File: config.mk
export PLATFORM = sky130hd
export DESIGN_NAME = mmio_uart_tx
export DESIGN_NICKNAME = d
export VERILOG_FILES = /design/src/rtl/mmio_uart_pkg.sv /design/src/rtl/mmio_uart_tx_fifo.sv /design/src/rtl/mmio_uart_tx.sv
export SDC_FILE = /design/constraint.sdc
export NUM_CORES = 1
export LEC_CHECK = 0
export ABC_AREA = 0
export BUFFER_PORTS_ARGS = -buffer_cell sky130_fd_sc_hd__buf_2
export CAP_MARGIN = 15
export CORE_MARGIN = 2
export CORE_UTILIZATION = 56
export DETAILED_ROUTE_END_ITERATION = 16
export PLACE_DENSITY_LB_ADDON = 0.25
export SYNTH_ARGS = -nofsm -noshare
export SYNTH_HDL_FRONTEND = slang
export SYNTH_HIERARCHICAL = 1
export SYNTH_SLANG_ARGS = --single-unit
export TNS_END_PERCENT = 1
File: constraint.sdc
create_clock -name clock -period 3.42 [get_ports clock]
set_input_delay 0.342 -clock clock [delete_from_list [all_inputs] [get_ports clock]]
set_output_delay 0.342 -clock clock [all_outputs]
set_load 0.01 [all_outputs]
File: src/rtl/mmio_uart_pkg.sv
// Shared types and constants for the memory-mapped UART transmitter.
//   tx_state_t    : serializer states
//   DATA_BITS     : payload bits per frame
//   FRAME_BITS    : start + data + stop bits per frame
//   clks_per_bit(): clock cycles per serial bit
package mmio_uart_pkg;

  typedef enum logic [1:0] {
    IDLE  = 2'd0,
    START = 2'd1,
    DATA  = 2'd2,
    STOP  = 2'd3
  } tx_state_t;

  localparam int unsigned DATA_BITS  = 8;
  localparam int unsigned FRAME_BITS = 10;

  // Integer division; any remainder shows up as baud-rate error on the line.
  function automatic int unsigned clks_per_bit(input int unsigned clock_hz,
                                               input int unsigned baud);
    return clock_hz / baud;
  endfunction

endpackage

File: src/rtl/mmio_uart_tx_fifo.sv
// Synchronous byte FIFO feeding the UART serializer.
//   clock, reset  : rising-edge clock, async active-low reset (flushes contents)
//   push_i/data_i : enqueue a byte (caller guarantees not full)
//   pop_i         : dequeue the head (caller guarantees not empty)
//   head_c_o      : current head entry, combinational read of the storage
//   full_o        : registered, count == DEPTH
//   empty_o       : registered, count == 0
//   count_o       : registered entry count
module mmio_uart_tx_fifo #(
  parameter int unsigned DEPTH = 16,
  parameter int unsigned WIDTH = 8
) (
  input  logic                       clock,
  input  logic                       reset,
  input  logic                       push_i,
  input  logic [WIDTH-1:0]           data_i,
  input  logic                       pop_i,
  output logic [WIDTH-1:0]           head_c_o,
  output logic                       full_o,
  output logic                       empty_o,
  output logic [$clog2(DEPTH):0]     count_o
);

  localparam int unsigned PTR_W = $clog2(DEPTH);
  localparam int unsigned CNT_W = PTR_W + 1;

  logic [WIDTH-1:0] mem_q [DEPTH];
  logic [PTR_W-1:0] wr_ptr_q, wr_ptr_d;
  logic [PTR_W-1:0] rd_ptr_q, rd_ptr_d;
  logic [CNT_W-1:0] count_q, count_d;
  logic             full_q, empty_q;

  // Pointer and occupancy update; pointers wrap naturally at a power-of-two depth.
  always_comb begin
    wr_ptr_d = wr_ptr_q;
    rd_ptr_d = rd_ptr_q;
    count_d  = count_q;
    if (push_i) wr_ptr_d = wr_ptr_q + PTR_W'(1);
    if (pop_i)  rd_ptr_d = rd_ptr_q + PTR_W'(1);
    case ({push_i, pop_i})
      2'b10:   count_d = count_q + CNT_W'(1);
      2'b01:   count_d = count_q - CNT_W'(1);
      default: count_d = count_q;
    endcase
  end

  // Control state; full/empty are precomputed so they are clean register outputs.
  always_ff @(posedge clock or negedge reset) begin
    if (!reset) begin
      wr_ptr_q <= '0;
      rd_ptr_q <= '0;
      count_q  <= '0;
      full_q   <= 1'b0;
      empty_q  <= 1'b1;
    end else begin
      wr_ptr_q <= wr_ptr_d;
      rd_ptr_q <= rd_ptr_d;
      count_q  <= count_d;
      full_q   <= (count_d == CNT_W'(DEPTH));
      empty_q  <= (count_d == '0);
    end
  end

  // Storage needs no reset: entries are only read once written.
  always_ff @(posedge clock) begin
    if (push_i) mem_q[wr_ptr_q] <= data_i;
  end

  assign head_c_o = mem_q[rd_ptr_q];
  assign full_o   = full_q;
  assign empty_o  = empty_q;
  assign count_o  = count_q;

endmodule

File: src/rtl/mmio_uart_tx.sv
// Memory-mapped UART transmitter: buffers byte stores from the core and
// serializes them 8N1, LSB first.
//   clock, reset   : rising-edge clock, async active-low reset
//   write_enable   : byte store strobe, write_data is the byte
//   overflow_clear : clears the sticky overflow flag (a same-edge drop wins)
//   fifo_full      : FIFO holds FIFO_DEPTH entries
//   fifo_count     : queued entries, not counting the byte on the line
//   overflow       : sticky, a write arrived while full and was dropped
//   tx_busy        : serializer is in START/DATA/STOP
//   tx             : serial line, idle high
module mmio_uart_tx
  import mmio_uart_pkg::*;
#(
  parameter int unsigned CLOCK_HZ   = 50_000_000,
  parameter int unsigned BAUD       = 115_200,
  parameter int unsigned FIFO_DEPTH = 16
) (
  input  logic                          clock,
  input  logic                          reset,
  input  logic                          write_enable,
  input  logic [7:0]                    write_data,
  input  logic                          overflow_clear,
  output logic                          fifo_full,
  output logic [$clog2(FIFO_DEPTH):0]   fifo_count,
  output logic                          overflow,
  output logic                          tx_busy,
  output logic                          tx
);

  localparam int unsigned CPB    = clks_per_bit(CLOCK_HZ, BAUD);
  localparam int unsigned BAUD_W = $clog2(CPB);
  localparam int unsigned BIT_W  = $clog2(DATA_BITS);

  if (CPB < 2) begin : g_cpb_check
    $error("mmio_uart_tx: CLOCK_HZ/BAUD must be at least 2");
  end
  if ((FIFO_DEPTH < 2) || ((FIFO_DEPTH & (FIFO_DEPTH - 1)) != 0)) begin : g_depth_check
    $error("mmio_uart_tx: FIFO_DEPTH must be a power of two >= 2");
  end

  tx_state_t              state_q, state_d;
  logic [BAUD_W-1:0]      baud_q, baud_d;
  logic [BIT_W-1:0]       bit_q, bit_d;
  logic [DATA_BITS-1:0]   shift_q, shift_d;
  logic                   tx_q, tx_d;
  logic                   busy_q, busy_d;
  logic                   overflow_q, overflow_d;

  logic                   push_c, pop_c, drop_c, baud_last_c;
  logic [DATA_BITS-1:0]   head_c;
  logic                   fifo_empty;

  // Acceptance uses the registered full flag, so a same-edge pop never rescues a write.
  assign push_c = write_enable && !fifo_full;
  assign drop_c = write_enable &&  fifo_full;

  mmio_uart_tx_fifo #(
    .DEPTH (FIFO_DEPTH),
    .WIDTH (DATA_BITS)
  ) u_fifo (
    .clock    (clock),
    .reset    (reset),
    .push_i   (push_c),
    .data_i   (write_data),
    .pop_i    (pop_c),
    .head_c_o (head_c),
    .full_o   (fifo_full),
    .empty_o  (fifo_empty),
    .count_o  (fifo_count)
  );

  assign baud_last_c = (baud_q == BAUD_W'(CPB - 1));

  // Serializer next-state; tx/busy are computed one step ahead so they leave as registers.
  always_comb begin
    state_d = state_q;
    baud_d  = baud_q;
    bit_d   = bit_q;
    shift_d = shift_q;
    tx_d    = tx_q;
    busy_d  = busy_q;
    pop_c   = 1'b0;

    unique case (state_q)
      IDLE: begin
        tx_d   = 1'b1;
        busy_d = 1'b0;
        if (!fifo_empty) begin
          pop_c   = 1'b1;
          shift_d = head_c;
          baud_d  = '0;
          tx_d    = 1'b0;
          busy_d  = 1'b1;
          state_d = START;
        end
      end
      START: begin
        if (baud_last_c) begin
          baud_d  = '0;
          bit_d   = '0;
          tx_d    = shift_q[0];
          state_d = DATA;
        end else begin
          baud_d = baud_q + BAUD_W'(1);
        end
      end
      DATA: begin
        if (baud_last_c) begin
          baud_d = '0;
          if (bit_q == BIT_W'(DATA_BITS - 1)) begin
            tx_d    = 1'b1;
            state_d = STOP;
          end else begin
            bit_d   = bit_q + BIT_W'(1);
            shift_d = {1'b0, shift_q[DATA_BITS-1:1]};
            tx_d    = shift_q[1];
          end
        end else begin
          baud_d = baud_q + BAUD_W'(1);
        end
      end
      STOP: begin
        if (baud_last_c) begin
          baud_d = '0;
          // Chain straight into the next start bit when more data is queued.
          if (!fifo_empty) begin
            pop_c   = 1'b1;
            shift_d = head_c;
            tx_d    = 1'b0;
            state_d = START;
          end else begin
            tx_d    = 1'b1;
            busy_d  = 1'b0;
            state_d = IDLE;
          end
        end else begin
          baud_d = baud_q + BAUD_W'(1);
        end
      end
      default: begin
        tx_d    = 1'b1;
        busy_d  = 1'b0;
        state_d = IDLE;
      end
    endcase
  end

  // Sticky overflow: a drop on the same edge as a clear keeps the flag set.
  always_comb begin
    overflow_d = overflow_q;
    if (overflow_clear) overflow_d = 1'b0;
    if (drop_c)         overflow_d = 1'b1;
  end

  // State registers; reset drives the line idle immediately.
  always_ff @(posedge clock or negedge reset) begin
    if (!reset) begin
      state_q    <= IDLE;
      baud_q     <= '0;
      bit_q      <= '0;
      shift_q    <= '0;
      tx_q       <= 1'b1;
      busy_q     <= 1'b0;
      overflow_q <= 1'b0;
    end else begin
      state_q    <= state_d;
      baud_q     <= baud_d;
      bit_q      <= bit_d;
      shift_q    <= shift_d;
      tx_q       <= tx_d;
      busy_q     <= busy_d;
      overflow_q <= overflow_d;
    end
  end

  assign tx       = tx_q;
  assign tx_busy  = busy_q;
  assign overflow = overflow_q;

endmodule
==> run metrics <==
run status=complete, no violations; Synth area leaders=edfxtp_1 52%, dfrtp_1 13%, mux4_1 11%, ha_1 3.0%, mux4_2 3.0%; Synth Area in Simple Gates=6.906%; # fillers=935; pwr dens=832.6 nW/µm²; R2R Path Start=baud_q[1]$_DFFE_PN0P_; Reg2Reg Setup Slack=0.29 ns; Clock Skews=0.01133 ns; vias in the first global route=3,819; syn_nets=455; Rows=42; critical path arrival=3.47 ns; clock slew seen by the registers of the worst setup and hold paths=0.07 ns; Synth top area share=51.62%; number of synthesized flops with an enable pin=128; Routed WL per cell=20.29 µm; RD Place Congestion=0.8276; busiest grt layer=met2; slew at the pin closest to its max-slew limit=0.9012 ns; Initial Util=56.68%; Worst Setup Path Type=flip-flop to flip-flop; Antenna Cells=0; Die X=119.3 µm; worst vdd ir=0.5124 mV; largest net degree at the start of global routing=41; CTS sink count=about 170; Worst setup SP type=flip-flop; RSZ-0062 raised after global routing=false; CTS tree=built; hold_buf cts=0; Synth Area in XOR/XNOR=~1.3%; mux cell area share after synthesis=between 10% and 20%; met1 usage=around a quarter; P&R area growth vs syn=10.74%; Worst Reg-to-Reg Cells=14; buffer count from post-CTS setup fixing=0; final setup vio count=0; critical path fanouts, max=9; IO Pins=21; detailed-route via count=3,846; Clock H-tree levels=4; port buffer count=20; Ys Warns=6; total power=6865 µW; Total GRT Usage=between 10% and 20%; post-synth top area cell=edfxtp_1; flop and latch count out of synthesis=around 170; CP max stage delay=approximately 0.44 ns; drt first pass iters=4; post-route ant nets=0; Final Util=62.76%; DP Cell Count=606; met3 usage=5.364%; worst hold path type=primary input to asynchronous set/reset pin; final WL=12,920 µm; post-CTS resize count=0; Post-synth ARST share=between 20% and 30%; Worst-Skew Late Latency=0.43 ns; library cells used by synthesis=a little over 60; critical path required time=between 3 and 4 ns; Final Hold Fails=0; max-cap violations=0; routed vias/inst=6.038; final hold slack=0.03893 ns; Mapped Area=7446 µm²; Post-Synth Adder-Cell Area=3.025%; CTS buffer count=17; top_reg_cell synth=edfxtp_1; Root Buffer=clkbuf_16; leakage power=approximately 0.003 µW; Pins Over Slew Limit=0; Cell Chain, Critical Path=inv_1 > ha_1 > nand4b_4 > nor4_4 > a21oi_1 > nor3_1 > ha_2 > xor2_1 > ha_1 > a21oi_1 > mux2i_1 > xnor2_1 > or2_2 > nor3b_2; met2 usage=32.04%; die footprint=14,230 µm²; Setup TNS Final=0 ns; CP max-delay cell=dfrtp_1; r2r endpoint=u_fifo/full_o$_DFF_PN0_; share of layout cells above drive strength 1=21.69%; gr ovfl total=0; # DRC=0; DP Wirelength=8381 µm; Mapped Avg Cell Area=17.52 µm²; Core Box Area=approximately 13,000 µm²; clk buf depth=2; nature of the critical path endpoint=flip-flop; Synth Instances=425; Highest Clock Rate=319.8 MHz; global-route wire length before repair=20,680 µm; Final min period=3.127 ns; largest family of logic cells by synthesized area=multiplexers; Rel. slew slack=39.92%; layout net count=479; initial antenna violation count=0; DR iter-0 viols=284; Chip Height=119.3 µm; Final Non-Filler Cells=about 640; period utilisation layout=between 90% and 100%; Compound-Gate Fraction of Synth Area=4.453%; post-synthesis sequential area ratio=65.10%
==> cell usage after synthesis, types with 2 or more instances <==
library cell / n
a211oi_1: 2
a21o_1: 2
a21oi_1: 5
a31oi_1: 4
and2_1: 11
and3_1: 5
buf_2: 2
buf_4: 2
buf_6: 5
clkbuf_1: 11
dfrtp_1: 38
dfstp_2: 2
edfxtp_1: 128
ha_1: 18
inv_1: 13
mux2_2: 18
mux2i_1: 2
mux4_1: 30
mux4_2: 10
nand2_1: 14
nand3_1: 9
nand4_1: 4
nor2_1: 13
nor2b_1: 5
nor3_1: 4
nor3b_1: 3
o2111ai_1: 2
o21ai_0: 12
o311ai_1: 2
o31ai_1: 5
o41ai_1: 3
or2_2: 2
xnor2_1: 8
xor2_1: 3
==> cells in the final DEF (no fill, tap or decap), types with 3 or more instances in the layout <==
| cell type | instances |
|---|---|
| a21oi_1 | 5 |
| mux2_2 | 18 |
| nand2_1 | 14 |
| edfxtp_1 | 128 |
| nor3b_1 | 3 |
| nor2b_1 | 5 |
| clkinvlp_4 | 3 |
| nand3_1 | 9 |
| buf_4 | 7 |
| inv_1 | 13 |
| nand4_1 | 4 |
| and3_1 | 5 |
| o41ai_1 | 3 |
| and2_1 | 11 |
| xnor2_1 | 8 |
| o31ai_1 | 5 |
| mux4_1 | 30 |
| o21ai_0 | 12 |
| dfrtp_1 | 38 |
| clkbuf_16 | 17 |
| nor2_1 | 13 |
| xor2_1 | 3 |
| inv_6 | 3 |
| buf_2 | 20 |
| nor3_1 | 4 |
| a31oi_1 | 4 |
| ha_1 | 17 |
| mux4_2 | 10 |
==> layer usage <==
| layer | vias to the layer above | wire, µm | share of wire (%) |
|---|---|---|---|
| met5 | - | 0 | 0 |
| met4 | 0 | 193 | 1.5 |
| met3 | 18 | 520 | 4.0 |
| met2 | 87 | 6470 | 50 |
| met1 | 1992 | 5739 | 44 |
| li1 | 1749 | - | - |
==> worst max path at each step <==
stage | cells after the start | endpoint | slack (ns) | startpoint
2_1_floorplan | 15 | u_fifo/full_o$_DFF_PN0_ | 0.11 | baud_q[1]$_DFFE_PN0P_
3_3_place_gp | 14 | u_fifo/full_o$_DFF_PN0_ | 0.36 | baud_q[1]$_DFFE_PN0P_
3_5_place_dp | 14 | u_fifo/full_o$_DFF_PN0_ | 0.23 | baud_q[1]$_DFFE_PN0P_
4_1_cts | 14 | u_fifo/full_o$_DFF_PN0_ | 0.21 | baud_q[1]$_DFFE_PN0P_
5_1_grt | 14 | u_fifo/full_o$_DFF_PN0_ | 0.06 | baud_q[1]$_DFFE_PN0P_
6_report | 14 | u_fifo/full_o$_DFF_PN0_ | 0.29 | baud_q[1]$_DFFE_PN0P_
==> flip-flops by register name (all words and copies together), names as in the netlist <==
name and flops:
u_fifo/mem_q 128, baud_q 9, shift_q 8, u_fifo/count_o 5, u_fifo/rd_ptr_q 4, u_fifo/wr_ptr_q 4
bit_q 3, state_q 2, overflow 1, tx 1, tx_busy 1, u_fifo/empty_o 1
u_fifo/full_o 1
==> through the flow <==
step / area (µm²) / setup slack (ns)
4_1_cts: 8243 / 0.2080
5_1_grt: 8245 / 0.05526
3_5_place_dp: 7692 / 0.2317
3_3_place_gp: 7692 / 0.3560
6_report: 8245 / 0.2932
2_1_floorplan: 7446 / 0.1086
==> where the power goes <==
group	leakage [µW]	internal [µW]	total, µW	switching (µW)
Clock	0.000263	1000	1770	769
Combinational	0.00110	1150	2230	1080
Sequential	0.00165	2560	2860	299
Total	0.00301	4720	6860	2140
==> layout make-up <==
type	instances	area [µm²]	area share, %
Sequential cell	168	4847	58.79
Multi-Input combinational cell	221	2406	29.18
Clock buffer	18	429.2	5.205
Tap cell	176	220.2	2.671
Timing Repair Buffer	28	172.7	2.094
Clock inverter	13	121.4	1.472
Inverter	13	48.80	0.5918
==> cells by family (layout without fill, tap and decap cells) <==
kind of cell / after synthesis / after routing
AOI/OAI and AO/OA: 47 / 47
and+or+nand+nor: 85 / 85
buffers and inverters: 36 / 72
muxes: 60 / 60
xor gates and xnor gates: 11 / 11
adders and majority gates: 18 / 18
DFF: 168 / 168
==> worst max-delay path, delay by kind of cell (launching register included) <==
kind / cells / cell delay [ns]
AND/OR/NAND/NOR: 5 / 1.08
flip-flops: 1 / 0.44
buffers and inverters: 1 / 0.08
AO/OA/AOI/OAI: 2 / 0.25
multiplexers: 1 / 0.24
XOR/XNOR: 2 / 0.20
adder cells (fa/ha/maj): 3 / 0.76
Power figures use the tool's default switching activity.
